$ cat src/rtl/cci_mpf_prim_tag_tracker.sv
`default_nettype none
// ============================================================================
// Module   : cci_mpf_prim_tag_tracker
// Function : Free-tag allocator with per-tag busy tracking and metadata store.
// Revision : 1.0
// ============================================================================

module cci_mpf_prim_tag_tracker #(
  parameter int N_ENTRIES      = 32,
  parameter int N_META_BITS    = 16,
  parameter int MIN_FREE_SLOTS = 1
) (
  input  logic                         clk,
  input  logic                         reset,

  input  logic                         alloc_en,
  input  logic [N_META_BITS-1:0]       allocMeta,
  output logic                         notFull,
  output logic [$clog2(N_ENTRIES)-1:0] allocIdx,

  input  logic                         free_en,
  input  logic [$clog2(N_ENTRIES)-1:0] freeIdx,
  output logic                         freeMetaValid,
  output logic [N_META_BITS-1:0]       freeMeta,

  output logic [$clog2(N_ENTRIES):0]   numBusy,
  output logic                         error
);

  localparam int IDX_W = $clog2(N_ENTRIES);
  localparam int CNT_W = IDX_W + 1;
  localparam logic [CNT_W-1:0] MIN_FREE = CNT_W'(MIN_FREE_SLOTS);
  localparam logic [IDX_W-1:0] LAST_IDX = IDX_W'(N_ENTRIES - 1);

  typedef enum logic [0:0] {
    ST_INIT = 1'b0,
    ST_RUN  = 1'b1
  } state_t;

  state_t                 r_state;
  logic [IDX_W-1:0]       r_init_cnt;
  logic [IDX_W-1:0]       r_head;
  logic [IDX_W-1:0]       r_tail;
  logic [CNT_W-1:0]       r_free_cnt;
  logic [N_ENTRIES-1:0]   r_busy;
  logic [IDX_W-1:0]       r_fifo [N_ENTRIES];
  logic [N_META_BITS-1:0] r_meta [N_ENTRIES];

  logic                   w_alloc_ok;
  logic                   w_free_ok;
  logic                   w_push;
  logic [IDX_W-1:0]       w_push_tag;

  assign notFull    = (r_state == ST_RUN) && (r_free_cnt >= MIN_FREE);
  assign allocIdx   = r_fifo[r_head];
  assign w_alloc_ok = alloc_en && notFull;
  // A free aimed at the tag leaving the FIFO this cycle is not yet busy.
  assign w_free_ok  = free_en && r_busy[freeIdx] &&
                      !(w_alloc_ok && (freeIdx == allocIdx));
  assign w_push     = (r_state == ST_INIT) || w_free_ok;
  assign w_push_tag = (r_state == ST_INIT) ? r_init_cnt : freeIdx;

  always_ff @(posedge clk or negedge reset) begin
    if (!reset) begin
      r_state       <= ST_INIT;
      r_init_cnt    <= '0;
      r_head        <= '0;
      r_tail        <= '0;
      r_free_cnt    <= '0;
      r_busy        <= '0;
      numBusy       <= '0;
      freeMetaValid <= 1'b0;
      error         <= 1'b0;
    end else begin
      if (r_state == ST_INIT) begin
        r_init_cnt <= r_init_cnt + IDX_W'(1);
        if (r_init_cnt == LAST_IDX) begin
          r_state <= ST_RUN;
        end
      end

      if (w_push) begin
        r_tail <= r_tail + IDX_W'(1);
      end
      if (w_alloc_ok) begin
        r_head           <= r_head + IDX_W'(1);
        r_busy[allocIdx] <= 1'b1;
      end
      if (w_free_ok) begin
        r_busy[freeIdx] <= 1'b0;
      end

      r_free_cnt    <= r_free_cnt + CNT_W'(w_push) - CNT_W'(w_alloc_ok);
      numBusy       <= numBusy + CNT_W'(w_alloc_ok) - CNT_W'(w_free_ok);
      freeMetaValid <= w_free_ok;

      if (free_en && !w_free_ok) begin
        error <= 1'b1;
      end
    end
  end

  // Storage arrays carry no reset; contents are always written before use.
  always_ff @(posedge clk) begin
    if (w_push) begin
      r_fifo[r_tail] <= w_push_tag;
    end
    if (w_alloc_ok) begin
      r_meta[allocIdx] <= allocMeta;
    end
    if (w_free_ok) begin
      freeMeta <= r_meta[freeIdx];
    end
  end

endmodule

`default_nettype wire
$ cat config.mk
export PLATFORM = sky130hd
export DESIGN_NAME = cci_mpf_prim_tag_tracker
export DESIGN_NICKNAME = d
export VERILOG_FILES = /design/src/rtl/cci_mpf_prim_tag_tracker.sv
export SDC_FILE = /design/constraint.sdc
export NUM_CORES = 1
export LEC_CHECK = 0
export BUFFER_PORTS_ARGS = -buffer_cell sky130_fd_sc_hd__buf_4
export CORE_ASPECT_RATIO = 1.2
export CORE_UTILIZATION = 33
export CTS_CLUSTER_SIZE = 40
export DETAILED_ROUTE_END_ITERATION = 8
export GPL_TIMING_DRIVEN = 0
export PLACE_DENSITY_LB_ADDON = 0.05
export SLEW_MARGIN = 15
export SYNTH_ARGS = -nofsm -noshare
export SYNTH_HDL_FRONTEND = slang
export SYNTH_SLANG_ARGS = --single-unit
$ cat constraint.sdc
create_clock -name clk -period 8.75 [get_ports clk]
set_input_delay 2.625 -clock clk [delete_from_list [all_inputs] [get_ports clk]]
set_output_delay 2.625 -clock clk [all_outputs]
set_load 0.1 [all_outputs]
* Word level (Yosys, flattened, before mapping)
Memories as Yosys holds them, arrays and structs flattened. A register that Yosys moved wholly into a read port is not among the register bits.
Index checks and enable logic that the tools add are counted.
** Word-level totals
- Register bits :: 62
- Output and inout port bits :: 30
- Memories :: 2
- Logic and storage cells :: 55
- Bits of input ports :: 25
- RAM bits :: 672
** Memory list
- r_meta :: words 32, width 16, rd ports 1, clocked after Yosys merged registers in 1, write ports 1, RTL line 47 : logic [N_META_BITS-1:0] r_meta [N_ENTRIES];
- r_fifo :: words 32, width 5, rd ports 1, clocked after Yosys merged registers in 0, write ports 1, RTL line 46 : logic [IDX_W-1:0] r_fifo [N_ENTRIES];
** Operators by class
- Equal/unequal tests :: 2
- Reductions and logical operators :: 11
- Muxes and demuxes :: 15
- Add/sub/neg operators :: 7
- Order comparisons :: 5
- Bitwise logic cells :: 4
** Operators by type and width (count)
- 2-to-1 mux 32 bit :: 2
- AND 32 bit :: 1
- inverter 32 bit :: 1
- OR 32 bit :: 1
- adder 5 x 1 -> 5 bit, second input constant :: 3
- adder 6 x 1 -> 6 bit :: 2
- less-than comparator 5 x 6 -> 1 bit, second input constant :: 2
- subtractor 6 x 1 -> 6 bit :: 2
- demux 1 bit (select 5 bit) :: 2
- >= comparator 5 x 1 -> 1 bit, second input constant :: 2
- 2-to-1 mux 1 bit :: 9
- logical AND 1 bit :: 8
- >= comparator 6 x 1 -> 1 bit, second input constant :: 1
- binary-select mux 1 bit (select 5 bit) :: 1
- == test 5 bit :: 1
- == test 5 bit, second input constant :: 1
- 2-to-1 mux 5 bit :: 1
- zero test 1 bit :: 2
- logical OR 1 bit :: 1
- inverter 1 bit :: 1

* Longest topological paths before layout
Gate-level depths: netlist of the first run.
- Depth after elaboration :: 9
- Mapped depth :: 21

* Least setup slack after synthesis of the first run
Ideal clock, no wire load.
- Kind :: input-to-reg
- Start :: input freeIdx[0]
- End :: register r_free_cnt[5]
- Data required time :: 8.671 ns
- Arrival :: 5.920 ns
- Setup time :: 0.079 ns
- Path slack :: 2.751 ns
- Stages :: 17
- Cell sequence :: clkbuf_1 > clkbuf_1 > mux4_2 > a22oi_1 > a41oi_1 > o41ai_4 > nand2_1 > buf_2 > inv_1 > ha_1 > inv_1 > ha_1 > a21o_1 > a21oi_1 > o21bai_1 > a21oi_1 > xor2_1
** Between the ends
- Longest elaborated chain between the ends :: 7
- Elaborated cells on any way between the ends :: 10
- Classes of those cells :: add/sub: 2; eq/ne: 1; mux: 2; reduce/logical: 5
** RTL lines
- start: declaration :: RTL line 22 : input logic [$clog2(N_ENTRIES)-1:0] freeIdx,
- binary-select mux 1 bit (select 5 bit) or == test 5 bit (tied branches) :: RTL line 58, 59
- 2-to-1 mux 1 bit (not written as such) or logical AND 1 bit (tied branches) :: RTL line 58, 59
- logical AND 1 bit or zero test 1 bit (tied branches) :: RTL line 58, 59
- logical AND 1 bit (*) :: RTL line 58 : assign w_free_ok = free_en && r_busy[freeIdx] &&
- logical OR 1 bit (*) :: RTL line 60 : assign w_push = (r_state == ST_INIT) || w_free_ok;
- adder 6 x 1 -> 6 bit (*) :: RTL line 93 : r_free_cnt <= r_free_cnt + CNT_W'(w_push) - CNT_W'(w_alloc_ok);
- subtractor 6 x 1 -> 6 bit (*) :: RTL line 93
- end signal: assignment :: RTL line 93
- end: declaration :: RTL line 44 : logic [CNT_W-1:0] r_free_cnt;
Every way passes the cells marked *; elsewhere a longest branch is shown, timed or not. The select of a mux whose other input is x is not followed.
A chain may end at the register's enable or synchronous reset.

* Final worst setup path of the first run
- Start :: register r_head[1]
- End :: output allocIdx[4]
** Between the ends
- Longest elaborated chain between the ends :: 1
** RTL lines
- start: declaration :: RTL line 42 : logic [IDX_W-1:0] r_head;
- start signal: assignment :: RTL line 86 : r_head <= r_head + IDX_W'(1);
- memory read (32 x 5 bit)
- end: declaration :: RTL line 19 : output logic [$clog2(N_ENTRIES)-1:0] allocIdx,
Every way passes these cells.

==> flow_metrics.tcl, run 1 <==
set metrics [dict create \
    outcome "finished, violations left" \
    failed_checks "design-rule violations" \
    synth_fp_nets 1473 \
    synth_top_area_share_pct 70.4 \
    nets 1650 \
    grt_pass1_vias 15900 \
    end_kind "output pin" \
    min-delay-start "error$_DFFE_PN0P_" \
    hp-class "reg2reg" \
    worst_pin_slew_ns 1.21 \
    irDropWorstVdd_uv 419 \
    synth_seq_area_share_pct 75.6 \
    worstSetupPathDepth 7 \
    drc 6 \
    synth_top_family_by_area "multiplexers" \
    cts.sinks 750 \
    maxCapViolCount 0 \
    cts_max_path_buffers 3 \
    cts_resized 0 \
    viasPerCell 5.31 \
    drive_gt1_share_pct 26.8 \
    critPathMaxFanout 10 \
    reg2regPathDepth 19 \
    syn_avg_cell_area_um2 20.6 \
    r2r_slack_ns 2.62 \
    hold_depth 1 \
    io_buffers 53 \
    dieArea_um2 90200 \
    path_class "reg2out" \
    placed_cells_incl_taps 2664 \
    synth_fa_ha_area_share_pct 1.12 \
    clk_pin_slew_ns 0.06 \
    multi_input_area_um2 6950 \
    cts_tree "done" \
    vias 15000 \
    hold_violations 0 \
    start_util_pct 33.4 \
    synthToLayoutAreaGrowth_pct 18.2 \
    die_h_um 329 \
    drv_slew 0 \
    synth_area_leader_cell "edfxtp_1" \
    diodes 0 \
    power_leakage_nw 11.3 \
    grt_pass1_wl_um 127000 \
    synthTopCellsByCount "edfxtp_1, mux4_2, a22oi_1, dfrtp_1, nor2_1" \
    cts_setup_buffers 0 \
    worstReg2RegStart "r_head[1]$_DFFE_PN0P_" \
    syn_area_um2 29400 \
    first_pass_iters 7 \
    post-route-period-util_pct 77.0 \
    crit_path_frequent_cell "buf_2" \
    postSynthCellCount 1423 \
    max_stage_delay_ns 0.64 \
    std_cell_rows 119 \
    ys_types 52 \
    ant_nets 0 \
    crit_path_start_kind "flip-flop" \
    num-fill-cells 7963 \
    cp_num_buf_inv 4 \
    tns_ns 0 \
    gp_congestion 0.780 \
    ys_ff_latch 750 \
    gr-total-overflow 0 \
    grt_usage_pct 20.8 \
    core_um2 88000 \
    synthMuxAreaShare_pct 13.9 \
    clkLatencyLatePin_ns 0.65 \
    synth-main-ff-cell "edfxtp_1" \
    regArea_um2 22200 \
    hpwl_um 60100 \
    h-tree-depth 3 \
    crit_family "buffers and inverters" \
    async_flop_share_pct 8.27 \
    required_ns 6.12 \
    skew_ns 0.0392 \
    synth_compound_area_share_pct 4.19 \
    rsz0062_at_grt "false" \
    path_cells "buf_2 > buf_2 > buf_1 > mux4_2 > a211oi_1 > nor2_1 > buf_4" \
    stdcell_count 2817 \
    synthXorXnorAreaFrac_pct 0.626 \
    synth-edff-count 688 \
    drt_iter0_markers 1173 \
    pin_count 55 \
    p_per_area_nw_per_um2 309 \
    die_w_um 274 \
    yosysMostFrequentCell "edfxtp_1" \
    hold_buffers 0 \
    synth_area_leaders "edfxtp_1, mux4_2, dfrtp_1" \
    fin_crit_ns 6.74 \
    root_buffer "clkbuf_16" \
    yosysWarnings 0 \
    cp.arrival_ns 4.12 \
    antenna_found_initial 3 \
    numCtsBuffers 83 \
    synthSimpleGateAreaFrac_pct 2.98 \
    post_drt_wl_per_cell_um 32.5 \
    max_freq_mhz 148 \
    slowest_stage "buf_1" \
    wl_um 91600 \
    grt_max_degree 63 \
    min_to "error$_DFFE_PN0P_" \
    finalSetupViolCount 0 \
    slew_headroom_pct 19.3 \
    r2r-end "r_free_cnt[5]$_DFF_PN0_" \
]
[worst max path at each step]
stage	startpoint	endpoint
global placement	alloc_en	r_meta[13][7]$_DFFE_PP_
detailed placement	freeIdx[0]	numBusy[4]$_DFF_PN0_
floorplan	freeIdx[0]	r_free_cnt[5]$_DFF_PN0_
finish	r_head[1]$_DFFE_PN0P_	allocIdx[4]
global route	freeIdx[0]	numBusy[5]$_DFF_PN0_
CTS	r_head[0]$_DFFE_PN0P_	allocIdx[2]
[power by group]
part	leakage [nW]	total, W	internal (W)	switching [W]
logic	3.08	0.00283	0.000875	0.00195
registers	6.98	0.00448	0.00436	0.000119
clock network	1.28	0.00343	0.00198	0.00145
total	11.3	0.0107	0.00722	0.00352
[per-stage QoR]
stage / utilization, % / hold slack [ns] / power [W] / area, µm² / setup WS, ns
2_1_floorplan: - / 0.455 / 0.00623 / 29400 / 2.75
3_3_place_gp: 35.5 / 0.446 / 0.00715 / 31200 / -1.48
3_5_place_dp: 36.5 / 0.458 / 0.00743 / 32100 / 1.39
4_1_cts: 39.4 / 0.473 / 0.0109 / 34700 / 1.92
5_1_grt: 39.5 / 0.498 / 0.0112 / 34700 / 1.75
6_report: 39.5 / 0.463 / 0.0107 / 34700 / 2.01
[logic make-up after synthesis]
logic type	Yosys count
flip-flops	750
multiplexers	200
AND/OR/NAND/NOR	166
AO/OA/AOI/OAI	153
buffers and inverters	108
adder cells (fa/ha/maj)	25
XOR/XNOR	21
[registers in the layout (all words and copies together) (netlist names), 5 cells and up]
name        count
r_tail          5
r_fifo        160
freeMeta       16
r_meta        512
r_head          5
r_free_cnt      6
r_busy         32
r_init_cnt      5
numBusy         6
[layout make-up]
cell class	count	share of cell area [%]
Sequential cell	750	64.0
Multi-Input combinational cell	565	20.0
Clock buffer	108	6.44
Tap cell	1149	4.14
Timing Repair Buffer	92	3.00
Clock inverter	45	1.12
Buffer	73	0.941
Inverter	35	0.378
[metal layers]
layer / part of all wire (%) / up-vias / wire length [µm] / GRT usage (%)
met4: 4.2 / 2 / 3840 / 9.05
li1: - / 6309 / - / -
met1: 40 / 8101 / 36400 / 25.5
met2: 51 / 412 / 47000 / 35.8
met5: 0.012 / - / 11 / 0
met3: 4.7 / 135 / 4330 / 3.42
[cells in the final DEF (no fill, tap or decap), drive strengths merged, types with 6 or more instances in the layout]
| cell | count |
|---|---|
| dfrtp | 62 |
| o21ai | 7 |
| a21o | 8 |
| nand4 | 19 |
| a2bb2oi | 20 |
| clkbuf | 154 |
| a21oi | 15 |
| mux2i | 24 |
| xor2 | 6 |
| xnor2 | 15 |
| and3 | 27 |
| mux2 | 10 |
| clkinv | 35 |
| nand2 | 13 |
| nor3 | 15 |
| nor2b | 8 |
| o221ai | 8 |
| ha | 23 |
| buf | 119 |
| inv | 38 |
| nand3 | 17 |
| edfxtp | 688 |
| nor2 | 44 |
| a22oi | 70 |
| mux4 | 166 |
| bufinv | 6 |
No activity file was read; power rests on OpenSTA's default activity.
==> run 2, diff against run 1 <==
--- a/config.mk
+++ b/config.mk
@@ -5,6 +5,7 @@
 export SDC_FILE = /design/constraint.sdc
 export NUM_CORES = 1
 export LEC_CHECK = 0
+export ABC_AREA = 1
 export BUFFER_PORTS_ARGS = -buffer_cell sky130_fd_sc_hd__buf_4
 export CORE_ASPECT_RATIO = 1.2
 export CORE_UTILIZATION = 33
==> constraint.sdc (replaced) <==
create_clock -name clk -period 6.4 [get_ports clk]
set_input_delay 1.92 -clock clk [delete_from_list [all_inputs] [get_ports clk]]
set_output_delay 1.92 -clock clk [all_outputs]
set_load 0.1 [all_outputs]
==> run 2 against run 1 <==
Compared with the run above: the run now ends clean; largest cell class unchanged; core utilization shrank 0.15 points; critical path type is now in2reg; clock skew shrank 0.0064 ns; final cell count grew 29%; synthesized cell count grew 58%; first-iteration DRC count grew 26%; via count grew 25%; critical path depth grew 12; design area grew 1.5%; die area grew 2.1%.
==> flow_metrics.tcl, run 2 <==
set metrics [dict create \
    hold_violations 0 \
    die_h_um 332 \
    numCtsBuffers 83 \
    min_to "numBusy[0]$_DFF_PN0_" \
    post-route-period-util_pct 90.0 \
    drive_gt1_share_pct 11.6 \
    end_kind "flip-flop" \
    postSynthCellCount 2250 \
    core_um2 89600 \
    cts_max_path_buffers 3 \
    diodes 0 \
    synth_top_area_share_pct 68.9 \
    synth_area_leaders "edfxtp_1, a22oi_1, nand2_1" \
    antenna_found_initial 3 \
    ys_ff_latch 750 \
    share_comb_of_total_power_pct 27.0 \
    regMostFlops "r_meta" \
    die_w_um 277 \
    worst_pin_slew_ns 1.18 \
    grt_pass1_vias 19000 \
    syn_area_um2 30000 \
    critPathMaxFanout 18 \
    routed-wl-met3_um 4300 \
    reg2regPathDepth 23 \
    h-tree-depth 3 \
    swShare_pct 34.8 \
    r2r_slack_ns 1.24 \
    syn_avg_cell_area_um2 13.3 \
    hpwl_um 66000 \
    r2r-end "numBusy[5]$_DFF_PN0_" \
    cts_tree "done" \
    io_buffers 53 \
    internal_power_w 0.00971 \
    path_class "in2reg" \
    skew_ns 0.0328 \
    synth-main-ff-cell "edfxtp_1" \
    tns_ns 0 \
    clk_pin_slew_ns 0.06 \
    grt_pass1_wl_um 140000 \
    nets 2464 \
    std_cell_rows 120 \
    drt_iter0_markers 1483 \
    holdWs_ns 0.506 \
    cts_resized 0 \
    synth_area_leader_cell "edfxtp_1" \
    fin_crit_ns 5.76 \
    root_buffer "clkbuf_16" \
    finalSetupViolCount 0 \
    power_leakage_nw 12.5 \
    clkLatencyLatePin_ns 0.64 \
    gr-total-overflow 0 \
    vias 18700 \
    min-delay-start "numBusy[0]$_DFF_PN0_" \
    cts_setup_buffers 0 \
    maxCapViolCount 0 \
    cp.arrival_ns 6.31 \
    crit_path_start_kind "input pin" \
    hp-class "reg2reg" \
    largest_reg_flops 512 \
    final_common_cell "edfxtp_1" \
    drc 0 \
    wl_met1_um 38400 \
    max_freq_mhz 174 \
    hold_depth 1 \
    synth_fp_nets 2300 \
    synthTopCellsByCount "edfxtp_1, nand2_1, a22oi_1, nor2_1, inv_1" \
    start_util_pct 33.4 \
    met2_length_um 51200 \
    gp_congestion 0.846 \
    first_pass_iters 5 \
    clkPwrFrac_pct 32.0 \
    wl_um 97500 \
    hold_buffers 0 \
    required_ns 6.95 \
    irDropWorstVdd_uv 201 \
    pin_count 55 \
    rsz0062_at_grt "false" \
    synth_seq_area_share_pct 74.1 \
    yosysWarnings 0 \
    dieArea_um2 92100 \
    p_per_area_nw_per_um2 423 \
    p_seq_share_pct 41.0 \
    top_regs "r_meta: 512 flops, r_fifo: 160 flops, r_busy: 32 flops" \
    ys_types 38 \
    slew_headroom_pct 21.2 \
    route.top_layer_used "met5" \
    synth-edff-count 688 \
    cts.sinks 750 \
    synthToLayoutAreaGrowth_pct 17.5 \
    viasPerCell 5.14 \
    post_drt_wl_per_cell_um 26.8 \
    outcome "completed" \
    worstReg2RegStart "r_head[1]$_DFFE_PN0P_" \
    grt_max_degree 63 \
    grt_usage_pct 21.3 \
    switchingPower_w 0.00519 \
    drv_slew 0 \
    yosysMostFrequentCell "edfxtp_1" \
    ant_nets 0 \
    async_flop_share_pct 8.27 \
    layout_common_cells "edfxtp_1, nand2_1, a22oi_1" \
]
==> run 2: cell types whose count changed after synthesis, moves of 70 or more <==
cell / delta
nand3_1: +70
a22oi_1: +202
mux4_2: -166
nor2_1: +99
inv_1: +77
nand2_1: +511
==> run 2: kinds of logic (layout without fill, tap and decap cells) <==
kind of cell / after synthesis / in the layout / share of synthesized area (%)
AO/OA/AOI/OAI: 415 / 415 / 10.1
XOR/XNOR: 18 / 18 / 0.526
adder cells (fa/ha/maj): 25 / 25 / 1.09
buffers and inverters: 245 / 478 / 3.44
flip-flops: 750 / 750 / 74.1
AND/OR/NAND/NOR: 797 / 797 / 10.8
==> run 2: area by class of cell <==
cell class / count / area (µm²)
flip-flops and latches: 750 / 22200
multi-input cells: 1255 / 6950
clock inverters: 46 / 449
plain buffers: 123 / 574
inverters: 122 / 458
clock buffers: 108 / 2230
repair buffers: 79 / 901
well taps: 1159 / 1450
fillers: 8477 / 54400
==> run 2: power groups by stage <==
stage	clock, W	sequential [W]	combinational, W
final	0.00477	0.00611	0.00402
after global routing	0.00508	0.00616	0.00435
after CTS	0.00490	0.00611	0.00407
after floorplan	0	0.00640	0.00220
after global placement	0	0.00622	0.00380
after detailed placement	0	0.00621	0.00406
==> run 2: per-stage QoR <==
| stage | instances | worst slack [ns] | cell area (µm²) | total power (W) | utilization [%] |
|---|---|---|---|---|---|
| after floorplan | 2250 | 1.31 | 30000 | 0.00861 | - |
| after global placement | 3462 | -0.0793 | 31800 | 0.0100 | 35.5 |
| after detailed placement | 3488 | -0.0713 | 32500 | 0.0103 | 36.3 |
| after CTS | 3642 | 0.584 | 35200 | 0.0151 | 39.3 |
| after global routing | 3642 | 0.227 | 35200 | 0.0156 | 39.3 |
| final | 3642 | 0.639 | 35200 | 0.0149 | 39.3 |
==> run 2: worst max-delay path by stage <==
stage	end	slack [ns]	from
after floorplan	numBusy[5]$_DFF_PN0_	1.31	freeIdx[1]
after global placement	numBusy[5]$_DFF_PN0_	-0.08	freeIdx[1]
after detailed placement	numBusy[5]$_DFF_PN0_	-0.07	freeIdx[1]
after CTS	numBusy[5]$_DFF_PN0_	0.58	freeIdx[1]
after global routing	numBusy[5]$_DFF_PN0_	0.23	freeIdx[1]
final	numBusy[5]$_DFF_PN0_	0.64	freeIdx[3]
==> run 2: layer usage <==
layer	GRT usage (%)	vias up
met2	38.5	508
met5	0	-
li1	-	8558
met4	8.77	6
met1	25.4	9490
met3	2.80	150
==> run 2: worst max-delay path, cell delays in order <==
cell and delay [ns]:
buf_4 0.13, inv_1 0.11, nor3_1 0.73, a21boi_0 0.26, nor3_1 0.10, a21boi_0 0.32
nand2_4 0.12, buf_6 0.16, buf_6 0.15, inv_1 0.81, ha_1 0.35, inv_1 0.06
ha_1 0.26, nand2_1 0.06, nor2_1 0.04, a211oi_1 0.30, o21bai_1 0.11, a21oi_1 0.17
xor2_1 0.15
==> run 3, diff against run 2 <==
--- a/config.mk
+++ b/config.mk
@@ -8,11 +8,12 @@
 export ABC_AREA = 1
 export BUFFER_PORTS_ARGS = -buffer_cell sky130_fd_sc_hd__buf_4
 export CORE_ASPECT_RATIO = 1.2
-export CORE_UTILIZATION = 33
+export CORE_UTILIZATION = 25
 export CTS_CLUSTER_SIZE = 40
 export DETAILED_ROUTE_END_ITERATION = 8
 export GPL_TIMING_DRIVEN = 0
 export PLACE_DENSITY_LB_ADDON = 0.05
+export RECOVER_POWER = 100
 export SLEW_MARGIN = 15
 export SYNTH_ARGS = -nofsm -noshare
 export SYNTH_HDL_FRONTEND = slang
==> run 3 against run 2 <==
Compared with the run above: the flow now finishes with violations (max-capacitance violations, max-slew violations); maximum frequency shrank 2.2%; routed wire length rose by 11%; design area is 0.72% lower; non-clock buffer count unchanged; die area is 32% higher; global-route usage decreased by 3.6 points.
==> flow_metrics.tcl, run 3 (same netlist as run 2, synthesis figures left out) <==
set metrics [dict create \
    outcome "finished, violations left" \
    failed_checks "max-capacitance violations, max-slew violations" \
    drv_slew 919 \
    ant_nets 0 \
    post-route-period-util_pct 92.0 \
    critPathMaxFanout 10 \
    fin_crit_ns 5.89 \
    slowest_stage "clkbuf_1" \
    drive_gt1_share_pct 6.79 \
    placed_cells_incl_taps 3869 \
    cp_num_buf_inv 4 \
    grt_usage_pct 17.7 \
    die_w_um 318 \
    irDropWorstVdd_uv 205 \
    top_regs "r_meta: 512 flops, r_fifo: 160 flops, r_busy: 32 flops" \
    regArea_um2 22200 \
    clk_pin_slew_ns 0.05 \
    slew_headroom_pct -177 \
    cts_resized 0 \
    synthToLayoutAreaGrowth_pct 16.7 \
    layout_common_cells "edfxtp_1, nand2_1, a22oi_1" \
    crit_path_end "allocIdx[0]" \
    nets 2468 \
    rsz0062_at_grt "false" \
    reg2regPathDepth 13 \
    wl_um 108000 \
    grt_pass1_vias 19100 \
    hpwl_um 72600 \
    r2r_slack_ns 0.58 \
    hp-class "reg2reg" \
    max_stage_delay_ns 0.88 \
    grt_pass1_wl_um 150000 \
    cts.sinks 750 \
    pin_count 55 \
    gp_congestion 0.820 \
    crit_path_start_kind "flip-flop" \
    die_h_um 381 \
    clkLatencyLatePin_ns 0.69 \
    final_common_cell "edfxtp_1" \
    cts_max_path_buffers 3 \
    worstSetupPathDepth 9 \
    final_core_util_pct 29.5 \
    multi_input_area_um2 6700 \
    place_area_um2 33200 \
    worst_pin_slew_ns 4.15 \
    std_cell_rows 138 \
    power_leakage_nw 12.2 \
    cp.arrival_ns 3.97 \
    max_freq_mhz 170 \
    core_um2 118000 \
    root_buffer "clkbuf_16" \
    stdcell_area_um2 35000 \
    path_class "reg2out" \
    gr-total-overflow 0 \
    h-tree-depth 3 \
    cts_tree "done" \
    start_util_pct 25.3 \
    regMostFlops "r_meta" \
    drc 0 \
    end_kind "output pin" \
    grt_max_degree 63 \
    hold_violations 0 \
    p_per_area_nw_per_um2 426 \
    num-fill-cells 12000 \
    worstReg2RegStart "r_head[1]$_DFFE_PN0P_" \
    cts_setup_buffers 0 \
    dieArea_um2 121000 \
    r2r-end "r_meta[1][11]$_DFFE_PP_" \
    cp-startpoint "r_head[1]$_DFFE_PN0P_" \
    numCtsBuffers 87 \
    io_buffers 53 \
    largest_reg_flops 512 \
    stdcell_count 4028 \
    skew_ns 0.0293 \
    required_ns 4.48 \
    first_pass_iters 5 \
    viasPerCell 4.64 \
    vias 18700 \
    post_drt_wl_per_cell_um 26.8 \
    diodes 0 \
    finalSetupViolCount 0 \
    crit_family "buffers and inverters" \
    crit_path_frequent_cell "clkbuf_1" \
    path_cells "clkbuf_1 > clkbuf_1 > o211ai_1 > nand3_1 > nand3_1 > nand2_2 > nand2_4 > inv_2 > clkbuf_1" \
    hold_buffers 0 \
    antenna_found_initial 3 \
    maxCapViolCount 38 \
    drt_iter0_markers 1289 \
]
run 3: worst min-delay path, cell delays in order (launching register included):
cell and delay (ns):
dfrtp_1 0.34, nor2_1 0.05, nor2_1 0.08
run 3: area by class of cell:
cell class	instances	area share [%]
sequential	750	63.5
multi-input combinational	1255	19.1
clock buffer	115	6.74
tap	1540	5.51
buffer	123	1.61
inverter	122	1.31
clock inverter	44	1.27
timing repair buffer	79	0.909
run 3: through the flow:
step                total power, W  worst slack [ns]  TNS [ns]  hold WS [ns]
floorplan                  0.00861              1.31         0         0.473
global placement            0.0102            -0.688    -32.84         0.494
detailed placement          0.0105            0.0145         0         0.508
CTS                         0.0155             0.762         0         0.521
global route                0.0156             0.304         0         0.541
finish                      0.0149             0.510         0         0.513
run 3: how the worst min path moves through the flow:
stage | startpoint | to | cells after the start
after global placement | r_busy[7]$_DFF_PN0_ | r_busy[7]$_DFF_PN0_ | 2
final | r_busy[6]$_DFF_PN0_ | r_busy[6]$_DFF_PN0_ | 2
after floorplan | r_free_cnt[0]$_DFF_PN0_ | r_free_cnt[0]$_DFF_PN0_ | 1
after global routing | r_busy[6]$_DFF_PN0_ | r_busy[6]$_DFF_PN0_ | 2
after CTS | r_busy[6]$_DFF_PN0_ | r_busy[6]$_DFF_PN0_ | 2
after detailed placement | r_free_cnt[0]$_DFF_PN0_ | r_free_cnt[0]$_DFF_PN0_ | 1
run 3: layer usage:
| metal | up-vias | share of wire [%] | global-route usage [%] |
|---|---|---|---|
| li1 | 8560 | - | - |
| met1 | 9520 | 40 | 20.5 |
| met2 | 446 | 53 | 32.9 |
| met3 | 146 | 3.3 | 2.25 |
| met4 | 2 | 3.2 | 6.62 |
| met5 | - | 0.010 | 0 |
run 3: report_power, final:
part	leakage (nW)	switching (W)	internal, W	total [W]
logic	3.83	0.00300	0.000821	0.00382
registers	6.98	0.000182	0.00596	0.00614
clock network	1.36	0.00207	0.00288	0.00495
total	12.2	0.00525	0.00966	0.0149
